===== config.mk =====
export PLATFORM = sky130hd
export DESIGN_NAME = midi_msg_parser_flat
export DESIGN_NICKNAME = d
export VERILOG_FILES = /design/src/rtl/midi_pkg.sv /design/src/rtl/midi_msg_parser_if.sv /design/src/rtl/midi_status_decode.sv /design/src/rtl/midi_msg_parser.sv /design/src/flat_wrapper.sv
export SDC_FILE = /design/constraint.sdc
export NUM_CORES = 1
export LEC_CHECK = 0
export ABC_CLOCK_PERIOD_IN_PS = 3250
export BUFFER_PORTS_ARGS = -buffer_cell sky130_fd_sc_hd__clkbuf_2
export CELL_PAD_IN_SITES_DETAIL_PLACEMENT = 0
export CELL_PAD_IN_SITES_GLOBAL_PLACEMENT = 1
export CORE_UTILIZATION = 40
export CTS_CLUSTER_DIAMETER = 30
export DETAILED_ROUTE_END_ITERATION = 8
export HOLD_SLACK_MARGIN = 0.12
export PLACE_DENSITY = 0.82
export SLEW_MARGIN = 30
export SYNTH_ARGS = -nofsm -noshare
export SYNTH_HDL_FRONTEND = slang
export SYNTH_SLANG_ARGS = --single-unit

===== constraint.sdc =====
create_clock -name CLK -period 3.25 [get_ports CLK]
set_clock_uncertainty 0.2 [all_clocks]
set_input_delay 0.4875 -clock CLK [delete_from_list [all_inputs] [get_ports CLK]]
set_output_delay 0.4875 -clock CLK [all_outputs]
set_load 0.02 [all_outputs]

===== src/rtl/midi_pkg.sv =====
// Shared constants, FSM encodings and byte classification types for the MIDI parser.
package midi_pkg;

    // Parser FSM encodings
    localparam logic [2:0] ST_IDLE    = 3'd0;
    localparam logic [2:0] ST_WAIT_D1 = 3'd1;
    localparam logic [2:0] ST_WAIT_D2 = 3'd2;
    localparam logic [2:0] ST_SKIP1   = 3'd3;
    localparam logic [2:0] ST_SKIP2   = 3'd4;
    localparam logic [2:0] ST_SYSEX   = 3'd5;

    // Status-class constants
    localparam logic [3:0] NOTE_OFF = 4'h8;
    localparam logic [3:0] NOTE_ON  = 4'h9;
    localparam logic [7:0] SYSEX    = 8'hF0;
    localparam logic [7:0] EOX      = 8'hF7;
    localparam logic [7:0] RT_MIN   = 8'hF8;

    typedef enum logic [2:0] {
        CLS_DATA,
        CLS_VOICE,
        CLS_COMMON,
        CLS_SYSEX,
        CLS_REALTIME
    } byte_class_t;

    // Number of data bytes that follow a channel-voice status nibble
    function automatic logic [1:0] msg_len(input logic [3:0] status_hi);
        logic [1:0] len;
        case (status_hi)
            4'h8, 4'h9, 4'hA, 4'hB, 4'hE: len = 2'd2;
            4'hC, 4'hD:                   len = 2'd1;
            default:                      len = 2'd0;
        endcase
        return len;
    endfunction

endpackage


===== src/rtl/midi_msg_parser_if.sv =====
// Byte-input and note-event bus of the MIDI message parser.
interface midi_msg_parser_if;
    logic [7:0] BYTE_IN;
    logic       BYTE_VALID;
    logic       FRAME_ERR;
    logic       EV_VALID;
    logic       EV_NOTE_ON;
    logic [3:0] EV_CHAN;
    logic [6:0] EV_NOTE;
    logic [6:0] EV_VEL;

    // Byte source and event sink side
    modport master (
        output BYTE_IN, BYTE_VALID, FRAME_ERR,
        input  EV_VALID, EV_NOTE_ON, EV_CHAN, EV_NOTE, EV_VEL
    );

    // Parser side
    modport slave (
        input  BYTE_IN, BYTE_VALID, FRAME_ERR,
        output EV_VALID, EV_NOTE_ON, EV_CHAN, EV_NOTE, EV_VEL
    );
endinterface


===== src/rtl/midi_status_decode.sv =====
// Combinational classifier for one received MIDI byte.
module midi_status_decode
    import midi_pkg::*;
(
    input  logic [7:0]  data_byte,
    output byte_class_t byte_class,
    output logic [1:0]  data_cnt
);

    // Real-time is tested before sysex/common since it shares the Fx nibble
    always_comb begin
        byte_class = CLS_DATA;
        data_cnt   = 2'd0;
        if (!data_byte[7]) begin
            byte_class = CLS_DATA;
        end else if (data_byte >= RT_MIN) begin
            byte_class = CLS_REALTIME;
        end else if (data_byte == SYSEX) begin
            byte_class = CLS_SYSEX;
        end else if (data_byte[7:4] == 4'hF) begin
            byte_class = CLS_COMMON;
        end else begin
            byte_class = CLS_VOICE;
            data_cnt   = msg_len(data_byte[7:4]);
        end
    end

endmodule


===== src/rtl/midi_msg_parser.sv =====
// MIDI byte-stream parser: extracts note-on/off events with running status,
// skips other channel messages and sysex, counts framing errors.
module midi_msg_parser
    import midi_pkg::*;
#(
    parameter int unsigned OMNI    = 1,
    parameter logic [3:0]  CHANNEL = 4'h0
) (
    input  logic               CLK,
    input  logic               RESET,
    midi_msg_parser_if.slave   bus,
    output logic [7:0]         LED,
    output logic [7:0]         ERR_COUNT
);

    logic [2:0] state_q, state_d;
    logic [7:0] rs_q, rs_d;       // running status, 8'h00 means none
    logic [6:0] note_q, note_d;
    logic       emit;

    logic       ev_valid_q, ev_note_on_q;
    logic [3:0] ev_chan_q;
    logic [6:0] ev_note_q, ev_vel_q;
    logic [7:0] led_q, err_q;

    byte_class_t byte_class;
    logic [1:0]  data_cnt;

    midi_status_decode u_decode (
        .data_byte  (bus.BYTE_IN),
        .byte_class (byte_class),
        .data_cnt   (data_cnt)
    );

    logic       rs_is_note;
    logic       chan_ok;
    logic       is_on;
    logic [6:0] vel;

    assign rs_is_note = (rs_q[7:4] == NOTE_OFF) || (rs_q[7:4] == NOTE_ON);
    assign chan_ok    = (OMNI != 0) || (rs_q[3:0] == CHANNEL);
    assign vel        = bus.BYTE_IN[6:0];
    // Note-on with zero velocity is a note-off
    assign is_on      = (rs_q[7:4] == NOTE_ON) && (vel != 7'd0);

    // Next-state decode of the parser FSM and running status
    always_comb begin
        state_d = state_q;
        rs_d    = rs_q;
        note_d  = note_q;
        emit    = 1'b0;
        if (bus.BYTE_VALID) begin
            if (bus.FRAME_ERR) begin
                state_d = rs_is_note ? ST_WAIT_D1 : ST_IDLE;
            end else begin
                case (byte_class)
                    CLS_REALTIME: ;
                    CLS_VOICE: begin
                        rs_d = bus.BYTE_IN;
                        if (bus.BYTE_IN[7:4] == NOTE_OFF || bus.BYTE_IN[7:4] == NOTE_ON) begin
                            state_d = ST_WAIT_D1;
                        end else if (data_cnt == 2'd1) begin
                            state_d = ST_SKIP1;
                        end else begin
                            state_d = ST_SKIP2;
                        end
                    end
                    CLS_SYSEX: begin
                        rs_d    = 8'h00;
                        state_d = ST_SYSEX;
                    end
                    CLS_COMMON: begin
                        // Includes EOX terminating a sysex dump
                        rs_d    = 8'h00;
                        state_d = ST_IDLE;
                    end
                    default: begin
                        case (state_q)
                            ST_WAIT_D1: begin
                                note_d  = bus.BYTE_IN[6:0];
                                state_d = ST_WAIT_D2;
                            end
                            ST_WAIT_D2: begin
                                emit    = chan_ok;
                                state_d = ST_WAIT_D1;
                            end
                            ST_SKIP2: state_d = ST_SKIP1;
                            ST_SKIP1: state_d = (msg_len(rs_q[7:4]) == 2'd1) ? ST_SKIP1 : ST_SKIP2;
                            default: ;
                        endcase
                    end
                endcase
            end
        end
    end

    // FSM, running status and stored note
    always_ff @(posedge CLK or negedge RESET) begin
        if (!RESET) begin
            state_q <= ST_IDLE;
            rs_q    <= 8'h00;
            note_q  <= 7'd0;
        end else begin
            state_q <= state_d;
            rs_q    <= rs_d;
            note_q  <= note_d;
        end
    end

    // Registered event outputs and LED; fields hold between events
    always_ff @(posedge CLK or negedge RESET) begin
        if (!RESET) begin
            ev_valid_q   <= 1'b0;
            ev_note_on_q <= 1'b0;
            ev_chan_q    <= 4'h0;
            ev_note_q    <= 7'd0;
            ev_vel_q     <= 7'd0;
            led_q        <= 8'h00;
        end else begin
            ev_valid_q <= emit;
            if (emit) begin
                ev_note_on_q <= is_on;
                ev_chan_q    <= rs_q[3:0];
                ev_note_q    <= note_q;
                ev_vel_q     <= vel;
                if (is_on) begin
                    led_q <= {1'b1, note_q};
                end else if (led_q[7] && (led_q[6:0] == note_q)) begin
                    led_q <= 8'h00;
                end
            end
        end
    end

    // Saturating count of bytes dropped for bad framing
    always_ff @(posedge CLK or negedge RESET) begin
        if (!RESET) begin
            err_q <= 8'h00;
        end else if (bus.BYTE_VALID && bus.FRAME_ERR && (err_q != 8'hFF)) begin
            err_q <= err_q + 8'd1;
        end
    end

    assign bus.EV_VALID   = ev_valid_q;
    assign bus.EV_NOTE_ON = ev_note_on_q;
    assign bus.EV_CHAN    = ev_chan_q;
    assign bus.EV_NOTE    = ev_note_q;
    assign bus.EV_VEL     = ev_vel_q;
    assign LED            = led_q;
    assign ERR_COUNT      = err_q;

endmodule


===== src/flat_wrapper.sv =====
// flat-port wrapper written by rule: the top's interface ports become plain ports
module midi_msg_parser_flat import midi_pkg::*;
#(
    parameter int unsigned OMNI    = 1,
    parameter logic [3:0]  CHANNEL = 4'h0
)
  (CLK, RESET, LED, ERR_COUNT, bus_BYTE_IN, bus_BYTE_VALID, bus_FRAME_ERR, bus_EV_VALID, bus_EV_NOTE_ON, bus_EV_CHAN, bus_EV_NOTE, bus_EV_VEL);
  midi_msg_parser_if bus_i ();
  input  logic CLK;
  input  logic RESET;
  output logic [7:0] LED;
  output logic [7:0] ERR_COUNT;
  input wire logic [$bits(bus_i.BYTE_IN)-1:0] bus_BYTE_IN;
  input wire logic [$bits(bus_i.BYTE_VALID)-1:0] bus_BYTE_VALID;
  input wire logic [$bits(bus_i.FRAME_ERR)-1:0] bus_FRAME_ERR;
  output wire logic [$bits(bus_i.EV_VALID)-1:0] bus_EV_VALID;
  output wire logic [$bits(bus_i.EV_NOTE_ON)-1:0] bus_EV_NOTE_ON;
  output wire logic [$bits(bus_i.EV_CHAN)-1:0] bus_EV_CHAN;
  output wire logic [$bits(bus_i.EV_NOTE)-1:0] bus_EV_NOTE;
  output wire logic [$bits(bus_i.EV_VEL)-1:0] bus_EV_VEL;
  assign bus_i.BYTE_IN = bus_BYTE_IN;
  assign bus_i.BYTE_VALID = bus_BYTE_VALID;
  assign bus_i.FRAME_ERR = bus_FRAME_ERR;
  assign bus_EV_VALID = bus_i.EV_VALID;
  assign bus_EV_NOTE_ON = bus_i.EV_NOTE_ON;
  assign bus_EV_CHAN = bus_i.EV_CHAN;
  assign bus_EV_NOTE = bus_i.EV_NOTE;
  assign bus_EV_VEL = bus_i.EV_VEL;
  midi_msg_parser #(.OMNI(OMNI), .CHANNEL(CHANNEL)) u_core (.CLK(CLK), .RESET(RESET), .bus(bus_i), .LED(LED), .ERR_COUNT(ERR_COUNT));
endmodule

After elaboration in Yosys (flattened, before gate mapping)
Index checks and enable logic that the tools add are counted.

operators by class
  add/sub/neg operators = 1
  $lt $le $gt $ge = 1
  eq/ne operators = 29
  mux-type cells = 28
  bitwise gates (word level) = 2
  reduce and logical (&&, ||, !) cells = 20

operator list
  operator             count
  $eq 4x4->1 const B   15
  $pmux 3 s4           2
  $mux 2               10
  $mux 3               6
  $mux 8               2
  $pmux 8 s2           1
  $eq 3x2->1 const B   4
  $reduce_or 5->1      2
  $add 8x1->8 const B  1
  $eq 8x8->1 const B   1
  $ge 8x8->1 const B   1
  $ne 8x8->1 const B   1
  $pmux 2 s2           2
  $reduce_bool 8->1    1
  $eq 7x7->1           1
  $reduce_bool 7->1    1
  $eq 3x1->1 const B   2
  $eq 3x3->1 const B   2
  $reduce_and 3->1     2
  $reduce_or 2->1      3
  $mux 1               5
  $eq 2x1->1 const B   2
  $logic_and 1x1->1    4
  $reduce_and 4->1     1
  other kinds (6)      9

word-level totals
  register bits after elaboration = 54
  output and inout port bits = 36
  logic and storage cells = 91

Depth between registers and ports, before layout
  depth in word-level cells = 15
  mapped depth = 7
  gate-level depth less buffers = 5

Cells and area by module
Synthesis repeated with hierarchy kept, for this count alone.

unflattened totals
  cell total of the unflattened synthesis = 251
  area, all modules = 2602.5 µm²

by module, submodules not included
  module              instances  cells each  area an instance (µm²)  sequential area each (µm²)
  midi_msg_parser     1          240         2538.7                  1351.3
  midi_status_decode  1          11          63.8                    0.0

Worst setup path after synthesis
OpenSTA, ideal clock, no wires.

  path kind = input-to-reg
  from = input port bus_BYTE_IN[6]
  to = register u_core.state_q[0]
  arrival time = 1.588 ns
  data required time = 2.925 ns
  slack = 1.338 ns
  stages = 5
  path through = buf_2 -> and2_1 -> a311o_1 -> o31a_1 -> mux2_2

between the ends
  cells in the longest elaborated chain, start to end = 12

ends and longest elaborated chain
  element                                             RTL line                               RTL
  start: declaration                                  flat_wrapper.sv:13                     input wire logic [$bits(bus_i.BYTE_IN)-1:0] bus_BYTE_IN;
  $eq 4x4->1 (on tied branches)                       midi_pkg.sv:30, midi_msg_parser.sv:60
  $reduce_or 5->1 or $reduce_or 2->1 (tied branches)  midi_pkg.sv:30                         case (status_hi)
  $pmux 2 s2                                          midi_pkg.sv:30
  $mux 2                                              midi_status_decode.sv:20               end else if (data_byte[7:4] == 4'hF) begin
  $mux 2                                              midi_status_decode.sv:18               end else if (data_byte == SYSEX) begin
  $mux 2                                              midi_status_decode.sv:16               end else if (data_byte >= RT_MIN) begin
  $mux 2                                              midi_status_decode.sv:14               if (!data_byte[7]) begin
  $eq 2x1->1                                          midi_msg_parser.sv:62                  end else if (data_cnt == 2'd1) begin
  $mux 3                                              midi_msg_parser.sv:62
  $mux 3                                              midi_msg_parser.sv:60                  if (bus.BYTE_IN[7:4] == NOTE_OFF || bus.BYTE_IN[7:4] == NOTE_ON) begin
  $pmux 3 s4                                          midi_msg_parser.sv:56                  case (byte_class)
  $mux 3                                              midi_msg_parser.sv:53                  if (bus.FRAME_ERR) begin
  end signal: assignment                              midi_msg_parser.sv:104                 state_q <= state_d;
  end: declaration                                    midi_msg_parser.sv:16                  logic [2:0] state_q, state_d;

Parallel ways exist; a longest one is shown, timed or not.
A chain may end at the register's enable or synchronous reset.

Worst setup path after layout
  from = register u_core.state_q[2]
  to = register u_core.led_q[7] (netlist: u_core.LED[7])

between the ends
  cells in the longest elaborated chain, start to end = 6

ends and longest elaborated chain
  element                            RTL line                RTL
  $eq 3x2->1                         midi_msg_parser.sv:78   case (state_q)
  $mux 1                             midi_msg_parser.sv:78
  $mux 1                             midi_msg_parser.sv:56
  $mux 1                             midi_msg_parser.sv:53
  $mux 1                             midi_msg_parser.sv:52   if (bus.BYTE_VALID) begin
  $reduce_and 2->1 (no source line)  n/a
  end signal: assignment             midi_msg_parser.sv:127  led_q <= {1'b1, note_q};
  end: declaration                   midi_msg_parser.sv:24   logic [7:0] led_q, err_q;

Every way passes these cells.

==> flow_summary.yaml <==
outcome:
  outcome: "finished clean"
power_and_ir_drop:
  p_int_w: 0.00134
  power.leakage_nw: 1.47
  seqPwrFrac_pct: 49.2
  pwr-share-clk_pct: 21.3
  p_comb_share_pct: 29.5
  powerDensity_nw_per_um2: 712
  power.total_w: 0.00211
  ir_drop_uv: 340
  p_sw_share_pct: 36.4
  switchingPower_w: 0.000769
synthesis:
  synth_enable_flop_cells: 0
  yosys-top-cells-area: "dfrtp_1 53%, nand2_1 9.3%, xnor2_1 4.5%"
  synthesis.area_sq_um: 2540
  synth_top_family_by_area: "simple AND/OR/NAND/NOR gates"
  synth_nets: 262
  ys_seq_elements: 54
  ys_warn_count: 0
  synth_xor_area_share_pct: 4.83
  synth_top_flop_cell: "dfrtp_1"
  synth_cells: 249
  synthArstFlopShare_pct: 100
  yosys.area_share.simple_pct: 21.3
  syn_area_per_cell_sq_um: 10.2
  synthMuxAreaShare_pct: 3.99
  synth_compound_area_share_pct: 12.2
  synth.top_cell.area_share_pct: 53.2
  yosysTopAreaCell: "dfrtp_1"
  yosys.area_share.adder_pct: 0.492
  synth.distinct_cells: 43
  seq_area_frac_synth_pct: 53.2
cts:
  cts_buffers: 5
  cts-root-buf: "clkbuf_8"
  post_cts_buffers: 0
  ctsResizeCount: 0
  clkTransAtPathRegs_ps: 100
  cts.sinks: 54
  insertion_delay_ps: 310
  htree_levels: 2
  cts_tree: "yes"
  clock_path_buffers: 2
critical_path:
  crit_path_end_kind: "flip-flop"
  critPathRequiredTime_ps: 3250
  r2r-end: "u_core.LED[7]"
  ff2ff_path_depth: 5
  r2r_slack_ps: 1100
  arrival_ps: 2150
  critical_path_class: "flip-flop to flip-flop"
  critPathMaxFanout: 21
  crit_end: "u_core.LED[7]"
  startpoint: "u_core.state_q[2]"
  start_kind: "flip-flop"
  reg2reg_from: "u_core.state_q[2]"
drt:
  antenna_left: 0
  vias_per_cell: 5.20
  wl_per_cell_microns: 14.4
  first_pass_iters: 4
  finalWirelength_mm: 5.39
  drt-initial-drc-count: 154
  drc_errors: 0
  num_vias: 1938
cells_and_area:
  antenna_cells: 0
  regArea_sq_um: 1350
  drive_gt1_share_pct: 24.8
  utilization_pct: 49.2
  final_nets: 310
  n_fill_cell: 574
  syn2layout_area_growth_pct: 16.7
  fin_cells: 373
  multiInputGateArea_sq_um: 1090
grt:
  grt_pass1_vias: 1796
  grt_max_degree: 55
  grt-ovfl-total: 0
  grt_pass1_wl_mm: 8.92
  antenna_found_initial: 0
  track_usage_pct: 17.8
floorplan:
  start_util_pct: 42.2
  fp.coreArea_sq_um: 6030
  fp.dieH_microns: 81.7
  die_w_microns: 81.7
  ios: 48
  dieArea_sq_um: 6680
  rows: 28
hold_path:
  min_from: "bus_BYTE_IN[0]"
  min_path_type: "input pin to flip-flop"
flow_run:
  maxCapViolCount: 0
sta:
  slew_violations: 0
  period_needed_ps: 2150
  slew_headroom_pct: 55.5
  setup_viol: 0
  rsz0062_at_grt: "false"
  hold_violations: 0
  fmax_mhz: 465
  max_slew.worst_pin.slew_ps: 668
  tns_ps: 0
  fin_crit_sh_pct: 66.1
place:
  place_congestion: 0.837
  dpl.cell_count: 364
  io_buffers: 47
  dp_hpwl_mm: 3.87
[power groups by stage]
| stage | registers, W | logic (W) | clock network [W] |
|---|---|---|---|
| after floorplan | 0.00116 | 0.000281 | 0 |
| after global placement | 0.00105 | 0.000613 | 0 |
| after detailed placement | 0.00106 | 0.000628 | 0 |
| after CTS | 0.00104 | 0.000631 | 0.000461 |
| after global routing | 0.00107 | 0.000691 | 0.000488 |
| final | 0.00104 | 0.000623 | 0.000449 |
[what timing repair did]
item                                   4_1_cts  5_1_grt
setup endpoints to repair                    0        0
hold buffers                                 1        0
endpoints found under the hold margin        4        0
[state kept, by name, summed over array words and instances, names as in the netlist]
name	cells
u_core.rs_q	8
u_core.bus.EV_VALID	1
u_core.bus.EV_CHAN	4
u_core.bus.EV_VEL	7
u_core.state_q	3
u_core.bus.EV_NOTE_ON	1
u_core.LED	8
u_core.note_q	7
u_core.bus.EV_NOTE	7
u_core.ERR_COUNT	8
[routing by layer]
metal / part of all wire (%) / wire length, microns / GRT usage [%]
met4: 1.1 / 60 / 3.86
met5: 0 / 0 / 0
met3: 4.2 / 224 / 4.00
met2: 47 / 2520 / 27.7
met1: 48 / 2580 / 25.3
[cell type report]
cell class | instances | share of cell area, %
well taps | 75 | 3.16
multi-input cells | 170 | 36.7
repair buffers | 51 | 9.03
inverters | 15 | 1.90
flip-flops and latches | 54 | 45.6
clock buffers | 6 | 2.45
clock inverters | 2 | 1.27
[how the worst min path moves through the flow]
stage / endpoint / slack, ps / depth (start not counted)
floorplan: u_core.ERR_COUNT[0] / -8 / 0
global placement: u_core.bus.EV_VEL[3] / 270 / 2
detailed placement: u_core.bus.EV_NOTE[4] / 270 / 2
CTS: u_core.bus.EV_VEL[0] / 240 / 3
global route: u_core.bus.EV_VEL[0] / 290 / 3
finish: u_core.bus.EV_VEL[0] / 250 / 3
[critical path: stages, from the launching register on]
cell and delay (ps):
dfrtp_1 460, nor4b_4 260, nand2_1 270, buf_4 300, or3_1 380, a21o_1 180
[cells in the mapped netlist (all sizes together) (2+ instances only)]
cell	n
clkbuf	3
o21ai	11
nand4	6
a21oi	2
dfrtp	54
o31a	2
inv	15
o211ai	8
mux2	9
and2	3
buf	7
and3	3
nand3b	2
nand2b	2
a21o	2
nor3	3
nand2	63
nor2b	4
xnor2	13
a2111oi	2
nand3	16
[kinds of logic after synthesis]
kind of cell	after synthesis
xor+xnor	14
flops	54
compound gates	38
buf+inv	25
simple gates	108
fa+ha+maj	1
mux	9
[placed cells by master, fill, tap and decap left out, drive strengths merged, types with 2 or more instances in the layout]
cell type and n:
nand3 16, o21ai 11, and2 3, a2111oi 2
nor2b 4, xnor2 13, a21o 2, inv 15
o31a 2, o211ai 8, nor3 3, clkbuf 53
dfrtp 54, nand3b 2, mux2 9, and3 3
nand2 63, nand2b 2, a21oi 2, buf 3
nand4 6
[per-stage QoR]
stage / instance area, sq um / hold slack (ps) / setup WS (ps)
after global routing: 2970 / 285 / 958
after detailed placement: 2850 / 267 / 808
final: 2970 / 254 / 1100
after CTS: 2970 / 243 / 1110
after floorplan: 2540 / -8.09 / 1340
after global placement: 2850 / 266 / 835
Power figures use the tool's default switching activity.
